### src/rtl/ntt_opt_pkg.sv
// Shared types for the NTT corner-turn scheduler: per-bank occupancy state.
package ntt_opt_pkg;

  typedef enum logic [1:0] {
    BANK_FREE    = 2'd0,
    BANK_FILLING = 2'd1,
    BANK_FULL    = 2'd2
  } bank_state_e;

endpackage

### src/rtl/ntt_bank_fsm.sv
// Occupancy tracker for one corner-turn bank: FREE -> FILLING -> FULL -> FREE.
module ntt_bank_fsm
  import ntt_opt_pkg::*;
(
  input  logic        i_clk,
  input  logic        i_rst,
  input  logic        i_fill_beat,
  input  logic        i_fill_last,
  input  logic        i_drain_done,
  output bank_state_e o_state
);

  bank_state_e r_state;

  always_ff @(posedge i_clk) begin
    if (i_rst) begin
      r_state <= BANK_FREE;
    end else begin
      case (r_state)
        BANK_FREE:    if (i_fill_beat)  r_state <= BANK_FILLING;
        BANK_FILLING: if (i_fill_last)  r_state <= BANK_FULL;
        BANK_FULL:    if (i_drain_done) r_state <= BANK_FREE;
        default:                        r_state <= BANK_FREE;
      endcase
    end
  end

  assign o_state = r_state;

endmodule

### src/rtl/ntt_cgram_sched.sv
// Ping-pong scheduler for a two-bank corner-turn buffer: write/read pointers,
// beat counters, frame counters and sticky framing/underflow error flags.
module ntt_cgram_sched
  import ntt_opt_pkg::*;
#(
  parameter int N     = 2**11,
  parameter int CNT_W = 16
) (
  input  logic             clk_i,
  input  logic             rst_i,
  input  logic             s_valid_i,
  input  logic             s_last_i,
  output logic             s_ready_o,
  output logic             buf_valid_o,
  output logic             buf_bank_o,
  input  logic             drain_valid_i,
  output logic             drain_last_o,
  output logic [CNT_W-1:0] frames_in_o,
  output logic [CNT_W-1:0] frames_out_o,
  output logic             busy_o,
  output logic             err_last_o,
  output logic             err_drain_o
);

  localparam int PTR_W = $clog2(N);
  localparam logic [PTR_W-1:0] LAST_BEAT = PTR_W'(N - 1);

  logic             r_wbank;
  logic             r_rbank;
  logic [PTR_W-1:0] r_wcnt;
  logic [PTR_W-1:0] r_dcnt;
  logic [CNT_W-1:0] r_frames_in;
  logic [CNT_W-1:0] r_frames_out;
  logic             r_drain_last;
  logic             r_err_last;
  logic             r_err_drain;

  bank_state_e      w_state [2];
  logic             w_accept;
  logic             w_fill_last;
  logic             w_drain_ok;
  logic             w_drain_done;

  // Ready depends only on registered bank state, so a freed bank is seen one cycle later.
  assign s_ready_o    = (w_state[r_wbank] != BANK_FULL);
  assign w_accept     = s_valid_i && s_ready_o;
  assign w_fill_last  = w_accept && (r_wcnt == LAST_BEAT);
  assign w_drain_ok   = drain_valid_i && (w_state[r_rbank] == BANK_FULL);
  assign w_drain_done = w_drain_ok && (r_dcnt == LAST_BEAT);

  for (genvar b = 0; b < 2; b++) begin : g_bank
    ntt_bank_fsm u_bank (
      .i_clk        (clk_i),
      .i_rst        (rst_i),
      .i_fill_beat  (w_accept && (r_wbank == 1'(b))),
      .i_fill_last  (w_fill_last && (r_wbank == 1'(b))),
      .i_drain_done (w_drain_done && (r_rbank == 1'(b))),
      .o_state      (w_state[b])
    );
  end

  always_ff @(posedge clk_i) begin
    if (rst_i) begin
      r_wbank      <= 1'b0;
      r_wcnt       <= '0;
      r_frames_in  <= '0;
      r_err_last   <= 1'b0;
    end else if (w_accept) begin
      r_wcnt <= w_fill_last ? '0 : r_wcnt + 1'b1;
      if (w_fill_last) begin
        r_wbank     <= ~r_wbank;
        r_frames_in <= r_frames_in + 1'b1;
      end
      // Framing follows the beat count; a disagreeing s_last_i is only flagged.
      if (s_last_i != (r_wcnt == LAST_BEAT))
        r_err_last <= 1'b1;
    end
  end

  always_ff @(posedge clk_i) begin
    if (rst_i) begin
      r_rbank      <= 1'b0;
      r_dcnt       <= '0;
      r_frames_out <= '0;
      r_drain_last <= 1'b0;
      r_err_drain  <= 1'b0;
    end else begin
      r_drain_last <= w_drain_done;
      if (w_drain_ok) begin
        r_dcnt <= w_drain_done ? '0 : r_dcnt + 1'b1;
        if (w_drain_done) begin
          r_rbank      <= ~r_rbank;
          r_frames_out <= r_frames_out + 1'b1;
        end
      end else if (drain_valid_i) begin
        r_err_drain <= 1'b1;
      end
    end
  end

  assign buf_valid_o  = w_accept;
  assign buf_bank_o   = r_wbank;
  assign drain_last_o = r_drain_last;
  assign frames_in_o  = r_frames_in;
  assign frames_out_o = r_frames_out;
  assign busy_o       = (w_state[0] != BANK_FREE) || (w_state[1] != BANK_FREE);
  assign err_last_o   = r_err_last;
  assign err_drain_o  = r_err_drain;

endmodule

### config.mk
export PLATFORM = sky130hd
export DESIGN_NAME = ntt_cgram_sched
export DESIGN_NICKNAME = d
export VERILOG_FILES = /design/src/rtl/ntt_opt_pkg.sv /design/src/rtl/ntt_bank_fsm.sv /design/src/rtl/ntt_cgram_sched.sv
export SDC_FILE = /design/constraint.sdc
export NUM_CORES = 1
export LEC_CHECK = 0
export CORE_AREA = 5 5 86 88
export DETAILED_ROUTE_END_ITERATION = 10
export DIE_AREA = 0 0 91 93
export PLACE_DENSITY_LB_ADDON = 0.2
export SYNTH_ARGS = -nofsm -noshare
export SYNTH_HDL_FRONTEND = slang
export SYNTH_SLANG_ARGS = --single-unit
export TNS_END_PERCENT = 50
### constraint.sdc
create_clock -name clk_i -period 3.5 [get_ports clk_i]
set_clock_uncertainty 0.2 [all_clocks]
set_input_delay 0.7 -clock clk_i [delete_from_list [all_inputs] [get_ports clk_i]]
set_output_delay 0.7 -clock clk_i [all_outputs]
set_load 0.01 [all_outputs]
Word level (Yosys, flattened, before mapping). Index checks and enable logic that the tools add are counted.

Reductions and logical operators: 21. Order comparisons: 2. Equality and inequality tests: 15. Bitwise gates (word level): 5. Muxes and demuxes: 16. Add/sub/neg operators: 4.

Operators with widths (number): $add A16 B1 Y16 const B (2); $mux W2 (12); $add A11 B1 Y11 const B (2); $eq A11 B11 Y1 const B (2); $mux W11 (2); $ne A2 B1 Y1 const B (6); $pmux W2 S3 (2); $logic_and A1 B1 Y1 (10); $reduce_and A2 Y1 (4); $eq A2 B2 Y1 const B (3); $reduce_and A3 Y1 (2); $eq A2 B1 Y1 const B (2); $ge A2 B2 Y1 const B (2); $logic_not A2 Y1 (2); $not A1 Y2 (2); $reduce_bool A2 Y1 (2); $not A1 Y1 (3); $ne A2 B2 Y1 const B (1); $logic_or A1 B1 Y1 (1); $ne A1 B1 Y1 (1).

Register bits after elaboration: 63. Word-level logic and storage cells: 74. Output and inout bits: 39.

Depth between registers and ports, before layout. Gate-level depths: netlist (run 1).

Word-level depth: 10. Mapped depth: 8. Gate-level depth less buffers: 5.

Hierarchy. A second synthesis (run 1) with hierarchy kept.

Cells, all modules: 338. Area, all modules: 2965.3 um2.

Modules (own cells, without submodules): ntt_cgram_sched (instances 1, area each 2802.7 um2, seq. area each 1181.1 um2, cells an instance 322); ntt_bank_fsm (instances 2, area each 81.3 um2, seq. area each 40.0 um2, cells an instance 8).

Worst setup path after synthesis (run 1). OpenSTA, ideal clock, no wires.

Kind: reg-to-output. From: register r_wbank (netlist: buf_bank_o). To: output port buf_valid_o. Arrival: 1.478 ns. Setup slack: 1.122 ns. Stages on the path, launching flop included: 7. Cell sequence: dfxtp_1 -> clkbuf_1 -> or3b_2 -> buf_4 -> nand3_1 -> buf_2 -> inv_1.

Longest elaborated chain between the ends: 6.

RTL lines: start, declared (RTL line ntt_cgram_sched.sv:28) `logic r_wbank;`; start signal, assigned (RTL line ntt_cgram_sched.sv:71) `r_wbank <= ~r_wbank;`; $not A1 Y2 (not written as such) (RTL line ntt_cgram_sched.sv:45) `assign s_ready_o = (w_state[r_wbank] != BANK_FULL);`; $mux W2 (not written as such) (3 in series) (RTL line ntt_cgram_sched.sv:45); $ne A2 B2 Y1 (RTL line ntt_cgram_sched.sv:45); $logic_and A1 B1 Y1 (RTL line ntt_cgram_sched.sv:46) `assign w_accept = s_valid_i && s_ready_o;`; end, declared (RTL line ntt_cgram_sched.sv:14) `output logic buf_valid_o,`.

Every way passes these cells. The select of a mux whose other input is x is not followed.

Worst setup path after layout (run 1). Ends and elaborated chain as after synthesis.

==> results of run 1 <==
==> report_power, final <==
part	internal (mW)	switching [mW]	total, mW
Sequential	0.722	0.00545	0.727
Clock	0.345	0.270	0.615
Combinational	0.0190	0.0278	0.0469
Total	1.09	0.303	1.39
==> synthesized netlist by cell type, types with 3 or more instances <==
master / count
dfxtp_1: 63
a21oi_1: 41
or4_1: 27
o31ai_1: 26
nor2_1: 24
nand3_1: 20
nand2_1: 16
nand4_1: 14
o21ai_0: 12
clkbuf_1: 11
and3_1: 9
xor2_1: 9
or3_1: 8
inv_1: 7
and4_1: 6
buf_2: 6
and2_1: 5
nor2b_1: 5
xnor2_1: 5
ha_1: 4
o211ai_1: 4
mux2_2: 3
==> through the flow <==
| step | hold slack (ns) | power, mW | setup slack, ns | cell area (sq um) | std cells |
|---|---|---|---|---|---|
| final | 0.263 | 1.39 | 0.503 | 3770 | 484 |
| after CTS | 0.269 | 1.41 | 0.487 | 3770 | 484 |
| after global routing | 0.313 | 1.44 | 0.335 | 3770 | 484 |
| after global placement | 0.246 | 0.790 | 0.501 | 3580 | 468 |
| after floorplan | 0.246 | 0.773 | 1.12 | 3150 | 363 |
| after detailed placement | 0.252 | 0.790 | 0.469 | 3580 | 468 |
==> final cells by class <==
class | instances | share of cell area
multi-input cells | 270 | 0.459
flip-flops and latches | 63 | 0.334
repair buffers | 48 | 0.123
clock buffers | 12 | 0.0385
well taps | 80 | 0.0265
clock inverters | 4 | 0.0119
inverters | 7 | 0.00697
==> registers in the layout (all words and copies together) (netlist names) <==
signal	cells
buf_bank_o	1
drain_last_o	1
err_drain_o	1
err_last_o	1
frames_in_o	16
frames_out_o	16
g_bank.u_bank.o_state	4
r_dcnt	11
r_rbank	1
r_wcnt	11
==> worst reg2reg max path: stages, from the launching register on <==
cell	delay (ns)
dfxtp_1	0.39
ha_1	0.26
nand3_2	0.13
or4_1	0.82
nor4_1	0.37
mux2_2	0.36
==> worst paths after layout <==
kind | slack [ns] | to | cells past startpoint
setup / recovery | 0.50 | buf_valid_o | 4
hold / removal | 0.26 | err_last_o | 2
setup reg to reg | 0.86 | frames_in_o[13] | 5
hold reg to reg | 0.26 | err_last_o | 2
==> kinds of logic (layout without fill, tap and decap cells) <==
family	count (synthesis)	in the layout	share of synthesized area
AOI/OAI and AO/OA	93	93	0.182
xor gates and xnor gates	14	14	0.0390
adders and majority gates	4	4	0.0159
buffers and inverters	30	71	0.0493
DFF	63	63	0.401
muxes	5	5	0.0171
and+or+nand+nor	154	154	0.297
==> layer usage <==
metal,up-vias,track usage
met3,12,0.0402
li1,1455,-
met4,0,0.0721
met1,1370,0.212
met2,60,0.264
met5,-,0
==> key figures, run 1 <==
Job
  • Max-Cap Viols: 0

Critical path
  • WP data required: 2.60 ns
  • Setup CP Type: reg2out
  • Worst r2r src: r_wcnt[0]
  • CP Launch Type: flip-flop
  • Slowest cell on crit path: or3b_2
  • Crit. Startpoint: buf_bank_o
  • Crit path buf inv count: 2
  • Arrival time worst endpoint: approximately 2.1 ns
  • Slowest stage delay, CP: around 0.6 ns
  • CP endpoint kind: output port
  • CP Cell Sequence: or3b_2 > nand3_1 > inv_1 > clkdlybuf4s50_1
  • CP top delay family: simple AND/OR/NAND/NOR gates
  • Max Fanout on Critical Path: 11

Final layout
  • Layout cells sized above 1: 0.0866
  • Register area: between 1000 and 1500 sq um
  • ANT cells: 0
  • Final Util: 0.574
  • Fillers: between 600 and 700
  • Layout Area Growth over Synthesis: 19.8%
  • Most common cell after layout, fill and taps aside: dfxtp_1
  • Commonest non-fill, non-tap cells in the layout: dfxtp_1 (63), clkdlybuf4s50_1 (42), a21oi_1 (41), or4_1 (27), o31ai_1 (26)
  • Multi-input gate area: roughly 1700 sq um
  • Nets: just over 400

Route
  • Met3 wire len: roughly 320 um
  • DR DRC count: 0
  • Drt pass-1 iters: 4
  • Metal-1 WL: around 3400 um
  • Vias after detailed routing: 2897
  • Initial DRC Count: roughly 110
  • Vias/cell: ~6.0
  • ANT nets after route: 0
  • Post-Route WL: around 7000 um
  • DR WL/cell: around 15 um
  • DR top layer: met4
  • Routed wl met2: 3180 um

Clock tree
  • CTS clk-pin slew, worst paths: around 0.070 ns
  • Cts repair resizes: 0
  • Skew-Pair Late Insertion Delay: ~0.33 ns
  • CTS max path bufs: 2
  • Sinks on Clock Net: 63
  • TritonCTS clock tree: built
  • Post-CTS setup buffers: 0
  • Hold bufs inserted after CTS: 0
  • H-Tree Depth: 3
  • TritonCTS buffer count: 9
  • Clock root buffer: clkbuf_8

Power
  • P_leak: approximately 1.2 nW
  • Maximum vdd drop: between 0.2 and 0.25 mV
  • Power per cell area: 368 nW/um^2

Floorplanning
  • Die Y-Extent: ~93 um
  • Core box area: ~6600 sq um
  • Starting density of the core: 0.479
  • Io pins: 44
  • Die area: 8460 sq um
  • DIE WIDTH: 91 um
  • Row Count: 30

Min path
  • Worst hold start: err_last_o
  • Hold Crit Class: reg2reg

Timing
  • Final Max Tran Viols: 0
  • Tcrit/Tclk final: 0.856
  • Setup TNS Final: 0 ns
  • Setup repair after global routing missed its margin: no
  • Setup violators final: 0
  • Worst Max-Slew Pin Slew: 0.687 ns
  • Worst slew margin: 0.542
  • Fin crit period: approximately 3 ns
  • Final hold viol count: 0
  • Fmax: between 0.3 and 0.4 GHz

Outcome
  • Status: complete, no violations

Synth
  • Post-synth EDFFs: 0
  • FFs w/ async S/R, synth: 0
  • Synth Instances: roughly 360
  • Largest area contributor in the netlist: dfxtp_1
  • Synth warnings: 0
  • Top FF cell, synth: dfxtp_1
  • Register area share after synthesis: 0.401
  • Area contributors post-synth: dfxtp_1 (40%), a21oi_1 (6.5%), or4_1 (6.4%)
  • Synth Net Count: approximately 370
  • Area share of the largest cell type after synthesis: 0.401
  • Synthesized cell area: around 3100 sq um
  • Yosys cell types: 50
  • Synthesis-stage register bit count: 63
  • Post-Syn Area per Cell: 8.67 sq um

GRT
  • First-pass GRT wire length: 11800 um
  • Grt ovf: 0
  • Initial antenna violation count: 0
  • GRT Overall Usage: 0.165
  • Vias in the first global route: roughly 2600
  • Largest net degree at the start of global routing: 39

Placement
  • Post-DP HPWL: 4830 um
  • # port buffers: 43
  • GP Congestion: 0.766
No activity file was read; power rests on OpenSTA's default activity.
==> run 2, diff against run 1 <==
--- a/config.mk
+++ b/config.mk
@@ -6,6 +6,7 @@
 export NUM_CORES = 1
 export LEC_CHECK = 0
 export CORE_AREA = 5 5 86 88
+export CTS_BUF_LIST = sky130_fd_sc_hd__clkbuf_8
 export DETAILED_ROUTE_END_ITERATION = 10
 export DIE_AREA = 0 0 91 93
 export PLACE_DENSITY_LB_ADDON = 0.2
==> run 2 against run 1 <==
Compared with the run above:
- wire length is essentially flat
- non-clock buffer count is the same
- sequential cell count is the same
- highest routed layer unchanged
==> key figures, run 2 (same netlist as run 1, synthesis figures left out) <==
Clock tree
  • CTS clk-pin slew, worst paths: roughly 0.07 ns
  • Clock root buffer: clkbuf_8
  • CTS max path bufs: 2
  • Cts repair resizes: 0
  • Hold bufs inserted after CTS: 0
  • Sinks on Clock Net: 63
  • TritonCTS clock tree: built
  • H-Tree Depth: 3
  • TritonCTS buffer count: 9
  • Post-CTS setup buffers: 0
  • Skew-Pair Late Insertion Delay: roughly 0.33 ns

Timing
  • Fin crit period: 3.00 ns
  • Setup repair after global routing missed its margin: no
  • Final WS setup: slightly above 0.5 ns
  • Final hold viol count: 0
  • Final Max Tran Viols: 0
  • Fmax: 0.334 GHz
  • Setup TNS Final: 0 ns
  • Worst Max-Slew Pin Slew: a little under 0.7 ns
  • Tcrit/Tclk final: 0.856
  • Worst slew margin: 0.542
  • Setup violators final: 0

GRT
  • Initial antenna violation count: 0
  • First-pass GRT wire length: about 12000 um
  • Vias in the first global route: around 2600
  • Grt ovf: 0
  • GRT Overall Usage: 0.165
  • Largest net degree at the start of global routing: 39

Route
  • Vias after detailed routing: a little under 3000
  • DR WL/cell: between 10 and 15 um
  • ANT nets after route: 0
  • Post-Route WL: ~7000 um
  • Vias/cell: about 6.0
  • Initial DRC Count: about 110
  • DR DRC count: 0
  • Drt pass-1 iters: 4

Floorplanning
  • Core box area: roughly 6600 sq um
  • Io pins: 44
  • Die Y-Extent: a little over 90 um
  • DIE WIDTH: 91 um
  • Die area: around 8500 sq um
  • Starting density of the core: 0.479
  • Row Count: 30

Power
  • Switching Share: 0.219
  • Comb power frac: 0.034
  • P_leak: roughly 1.2 nW
  • Net load switching power: roughly 300 uW
  • Maximum vdd drop: about 0.23 mV
  • Pint: approximately 1.1 mW
  • Sequential power share: 0.525
  • Power per cell area: approximately 370 nW/um^2
  • Clock power frac: 0.441

Final layout
  • Post-route insts no fill: 484
  • Layout Area Growth over Synthesis: 19.8%
  • Commonest non-fill, non-tap cells in the layout: dfxtp_1 (63), clkdlybuf4s50_1 (42), a21oi_1 (41), or4_1 (27), o31ai_1 (26)
  • Most common cell after layout, fill and taps aside: dfxtp_1
  • Nets: between 400 and 500
  • Layout cells sized above 1: 0.0866
  • Fillers: between 600 and 700
  • ANT cells: 0

Placement
  • # port buffers: 43
  • Post-DP HPWL: 4830 um
  • Pre-CTS setup slack: around 0.47 ns
  • Placed insts: 468
  • GP Congestion: approximately 0.77

Critical path
  • Slowest stage delay, CP: ~0.60 ns
  • WP data required: 2.60 ns
  • CP top delay family: simple AND/OR/NAND/NOR gates
  • CP Cell Sequence: or3b_2 > nand3_1 > inv_1 > clkdlybuf4s50_1
  • Setup CP Type: reg2out
  • Crit path buf inv count: 2
  • Max Fanout on Critical Path: 11
  • Slowest cell on crit path: or3b_2
  • CP Launch Type: flip-flop
  • Arrival time worst endpoint: between 2 and 2.5 ns
  • CP endpoint kind: output port

Outcome
  • Status: complete, no violations

Min path
  • Hold Crit Class: reg2reg

Job
  • Max-Cap Viols: 0
==> run 2: cell types whose count changed in the layout (fill, tap and decap cells not counted) <==
cell	previous run	this run
clkbuf_1	2	0
inv_1	7	9
==> run 2: layout make-up <==
type | instances | area (sq um) | area share
flip-flops and latches | 63 | 1260 | 0.334
clock inverters | 6 | 52.6 | 0.0139
repair buffers | 48 | 463 | 0.123
well taps | 80 | 100 | 0.0265
multi-input cells | 270 | 1730 | 0.459
clock buffers | 10 | 138 | 0.0365
inverters | 7 | 26.3 | 0.00697
==> run 2: metrics by stage <==
| stage | util | hold WS (ns) | power [mW] | instance area [sq um] |
|---|---|---|---|---|
| finish | 0.574 | 0.264 | 1.38 | 3770 |
| CTS | 0.574 | 0.269 | 1.40 | 3770 |
| global placement | 0.545 | 0.246 | 0.790 | 3580 |
| global route | 0.574 | 0.313 | 1.44 | 3770 |
| detailed placement | 0.545 | 0.252 | 0.790 | 3580 |
| floorplan | - | 0.246 | 0.773 | 3150 |
==> run 2: worst min-delay path, cell delays in order (launching register included) <==
cell and delay [ns]:
dfxtp_1 0.33, nand2b_1 0.05, o31ai_1 0.05
==> run 2: power groups by stage <==
stage	Sequential [mW]	Clock, mW	Combinational (mW)
floorplan	0.743	0	0.0303
global placement	0.743	0	0.0472
detailed placement	0.743	0	0.0470
CTS	0.727	0.628	0.0475
global route	0.727	0.659	0.0522
finish	0.727	0.610	0.0469
==> run 2: final timing paths <==
kind / startpoint / endpoint / slack [ns] / depth (start not counted)
worst max-delay path: buf_bank_o / buf_valid_o / 0.50 / 4
worst min register to register: err_last_o / err_last_o / 0.26 / 2
worst min-delay path: err_last_o / err_last_o / 0.26 / 2
worst max register to register: r_wcnt[0] / frames_in_o[13] / 0.86 / 5
==> run 2: routing by layer <==
| layer | wire length (um) | vias up | GRT usage |
|---|---|---|---|
| li1 | - | 1455 | - |
| met1 | 3410 | 1367 | 0.212 |
| met3 | 319 | 12 | 0.0402 |
| met5 | 0 | - | 0 |
| met4 | 117 | 0 | 0.0721 |
| met2 | 3180 | 60 | 0.264 |
==> run 3, diff against run 2 <==
--- a/config.mk
+++ b/config.mk
@@ -5,10 +5,12 @@
 export SDC_FILE = /design/constraint.sdc
 export NUM_CORES = 1
 export LEC_CHECK = 0
-export CORE_AREA = 5 5 86 88
+export CELL_PAD_IN_SITES_DETAIL_PLACEMENT = 1
+export CELL_PAD_IN_SITES_GLOBAL_PLACEMENT = 1
+export CORE_AREA = 5 5 65 125
 export CTS_BUF_LIST = sky130_fd_sc_hd__clkbuf_8
 export DETAILED_ROUTE_END_ITERATION = 10
-export DIE_AREA = 0 0 91 93
+export DIE_AREA = 0 0 70 130
 export PLACE_DENSITY_LB_ADDON = 0.2
 export SYNTH_ARGS = -nofsm -noshare
 export SYNTH_HDL_FRONTEND = slang
==> run 3 against run 2 <==
Compared with the run above:
- sequential share of layout area is 0.34 points lower
- sequential power hardly changed
- clock power is 8.9% higher
- design area is 1.0% higher
- via count is 3.0% higher
- combinational power is 3% higher
- hold slack better by 0.012 ns
- global-route usage is 3.0 points higher
- final cell count is 2.3% higher
- total power is 4.0% higher
- clock-buffer cell count is 2 higher
- utilization is 2.9 points lower
==> key figures, run 3 (same netlist as run 1, synthesis figures left out) <==
Timing
  • Final WS setup: ~0.48 ns
  • Final Max Tran Viols: 0
  • Fin crit period: between 3 and 4 ns
  • Setup TNS Final: 0 ns
  • Setup violators final: 0
  • Fmax: 0.331 GHz
  • Final hold viol count: 0
  • Worst slew margin: 0.497
  • Setup repair after global routing missed its margin: no
  • Worst Max-Slew Pin Slew: roughly 0.75 ns
  • Tcrit/Tclk final: 0.863

Route
  • ANT nets after route: 0
  • Post-Route WL: 8420 um
  • DR WL/cell: 17.0 um
  • DR DRC count: 0
  • Vias/cell: 6.02
  • Drt pass-1 iters: 4
  • Vias after detailed routing: a little under 3000
  • Initial DRC Count: 155

Floorplanning
  • DIE WIDTH: roughly 70 um
  • Die Y-Extent: 130 um
  • Core box area: about 7000 sq um
  • Die area: around 9000 sq um
  • Io pins: 44
  • Row Count: 43
  • Starting density of the core: 0.450

Clock tree
  • Sinks on Clock Net: 63
  • CTS clk-pin slew, worst paths: approximately 0.07 ns
  • TritonCTS clock tree: built
  • Post-CTS setup buffers: 0
  • Cts repair resizes: 0
  • H-Tree Depth: 3
  • Clock root buffer: clkbuf_8
  • TritonCTS buffer count: 9
  • Skew-Pair Late Insertion Delay: approximately 0.34 ns
  • Hold bufs inserted after CTS: 0
  • CTS max path bufs: 2

Power
  • Switching Share: 0.220
  • Power per cell area: roughly 380 nW/um^2
  • P_leak: around 1.2 nW
  • Pint: roughly 1.1 mW
  • Sequential power share: 0.505
  • Comb power frac: 0.034
  • Clock power frac: 0.461
  • Net load switching power: approximately 320 uW
  • Maximum vdd drop: a little over 0.3 mV

Min path
  • Hold Crit Class: reg2reg
  • Hold path depth: 2

Final layout
  • Fillers: 844
  • Most common cell after layout, fill and taps aside: dfxtp_1
  • Final non-filler cell area: between 3000 and 4000 sq um
  • Nets: approximately 410
  • Commonest non-fill, non-tap cells in the layout: dfxtp_1 (63), clkdlybuf4s50_1 (42), a21oi_1 (41), or4_1 (27), o31ai_1 (26)
  • Layout cells sized above 1: 0.0914
  • Layout Area Growth over Synthesis: 21.1%
  • ANT cells: 0
  • Post-route insts no fill: just under 500

Critical path
  • Slowest stage delay, CP: between 0.5 and 0.6 ns
  • Max Fanout on Critical Path: 5
  • CP top delay family: buffers and inverters
  • WP depth: 4
  • Setup CP Type: in2out
  • Slowest cell on crit path: clkdlybuf4s50_1
  • WP data required: approximately 2.6 ns
  • CP endpoint kind: output port
  • CP Cell Sequence: clkdlybuf4s50_1 > nand3_1 > inv_1 > clkdlybuf4s50_1
  • Crit path buf inv count: 3
  • Worst r2r path cells: 5
  • Arrival time worst endpoint: between 2 and 2.5 ns
  • CP Launch Type: input pin
  • CP most frequent cell: clkdlybuf4s50_1

GRT
  • Grt ovf: 0
  • Initial antenna violation count: 0
  • Vias in the first global route: ~3100
  • Largest net degree at the start of global routing: 42
  • GRT Overall Usage: 0.196
  • First-pass GRT wire length: ~15000 um

Job
  • Max-Cap Viols: 0

Placement
  • Pre-CTS setup slack: around 0.37 ns
  • GP Congestion: between 0.7 and 0.8
  • Post-DP HPWL: approximately 6000 um
  • # port buffers: 43
  • DP Area: 3600 sq um
  • Placed insts: between 400 and 500

Outcome
  • Status: complete, no violations
run 3: layout make-up:
class                   instances  area (sq um)  area share
repair buffers                 49           470       0.123
flip-flops and latches         63          1260       0.331
multi-input cells             270          1730       0.454
clock inverters                 4          43.8      0.0115
inverters                       7          26.3     0.00689
well taps                      90           113      0.0295
clock buffers                  12           165      0.0433
run 3: final timing paths:
| path | endpoint | start | slack, ns |
|---|---|---|---|
| setup / recovery | buf_valid_o | s_valid_i | 0.48 |
| hold reg to reg | err_last_o | err_last_o | 0.28 |
| hold / removal | err_last_o | err_last_o | 0.28 |
| setup reg to reg | frames_in_o[13] | r_wcnt[0] | 0.77 |
run 3: metrics by stage:
step	hold slack (ns)	total power [mW]	util
2_1_floorplan	0.246	0.773	-
3_3_place_gp	0.245	0.791	0.515
3_5_place_dp	0.268	0.793	0.515
4_1_cts	0.285	1.45	0.545
5_1_grt	0.323	1.50	0.545
6_report	0.275	1.44	0.545
run 3: power by group through the flow:
stage	Sequential (mW)	Combinational [mW]	Clock, mW
detailed placement	0.744	0.0489	0
CTS	0.727	0.0489	0.678
floorplan	0.743	0.0303	0
global route	0.728	0.0532	0.715
global placement	0.743	0.0473	0
finish	0.727	0.0483	0.664
run 3: per-layer routing:
metal | wire [um] | part of all wire | GRT usage
met1 | 3210 | 0.38 | 0.196
met2 | 4860 | 0.58 | 0.388
met3 | 211 | 0.025 | 0.0386
met4 | 139 | 0.017 | 0.0767
met5 | 0 | 0 | 0
run 3: worst min-delay path, stage by stage (launching register included):
cell and delay, ns:
dfxtp_1 0.34, nand2b_1 0.06, o31ai_1 0.05
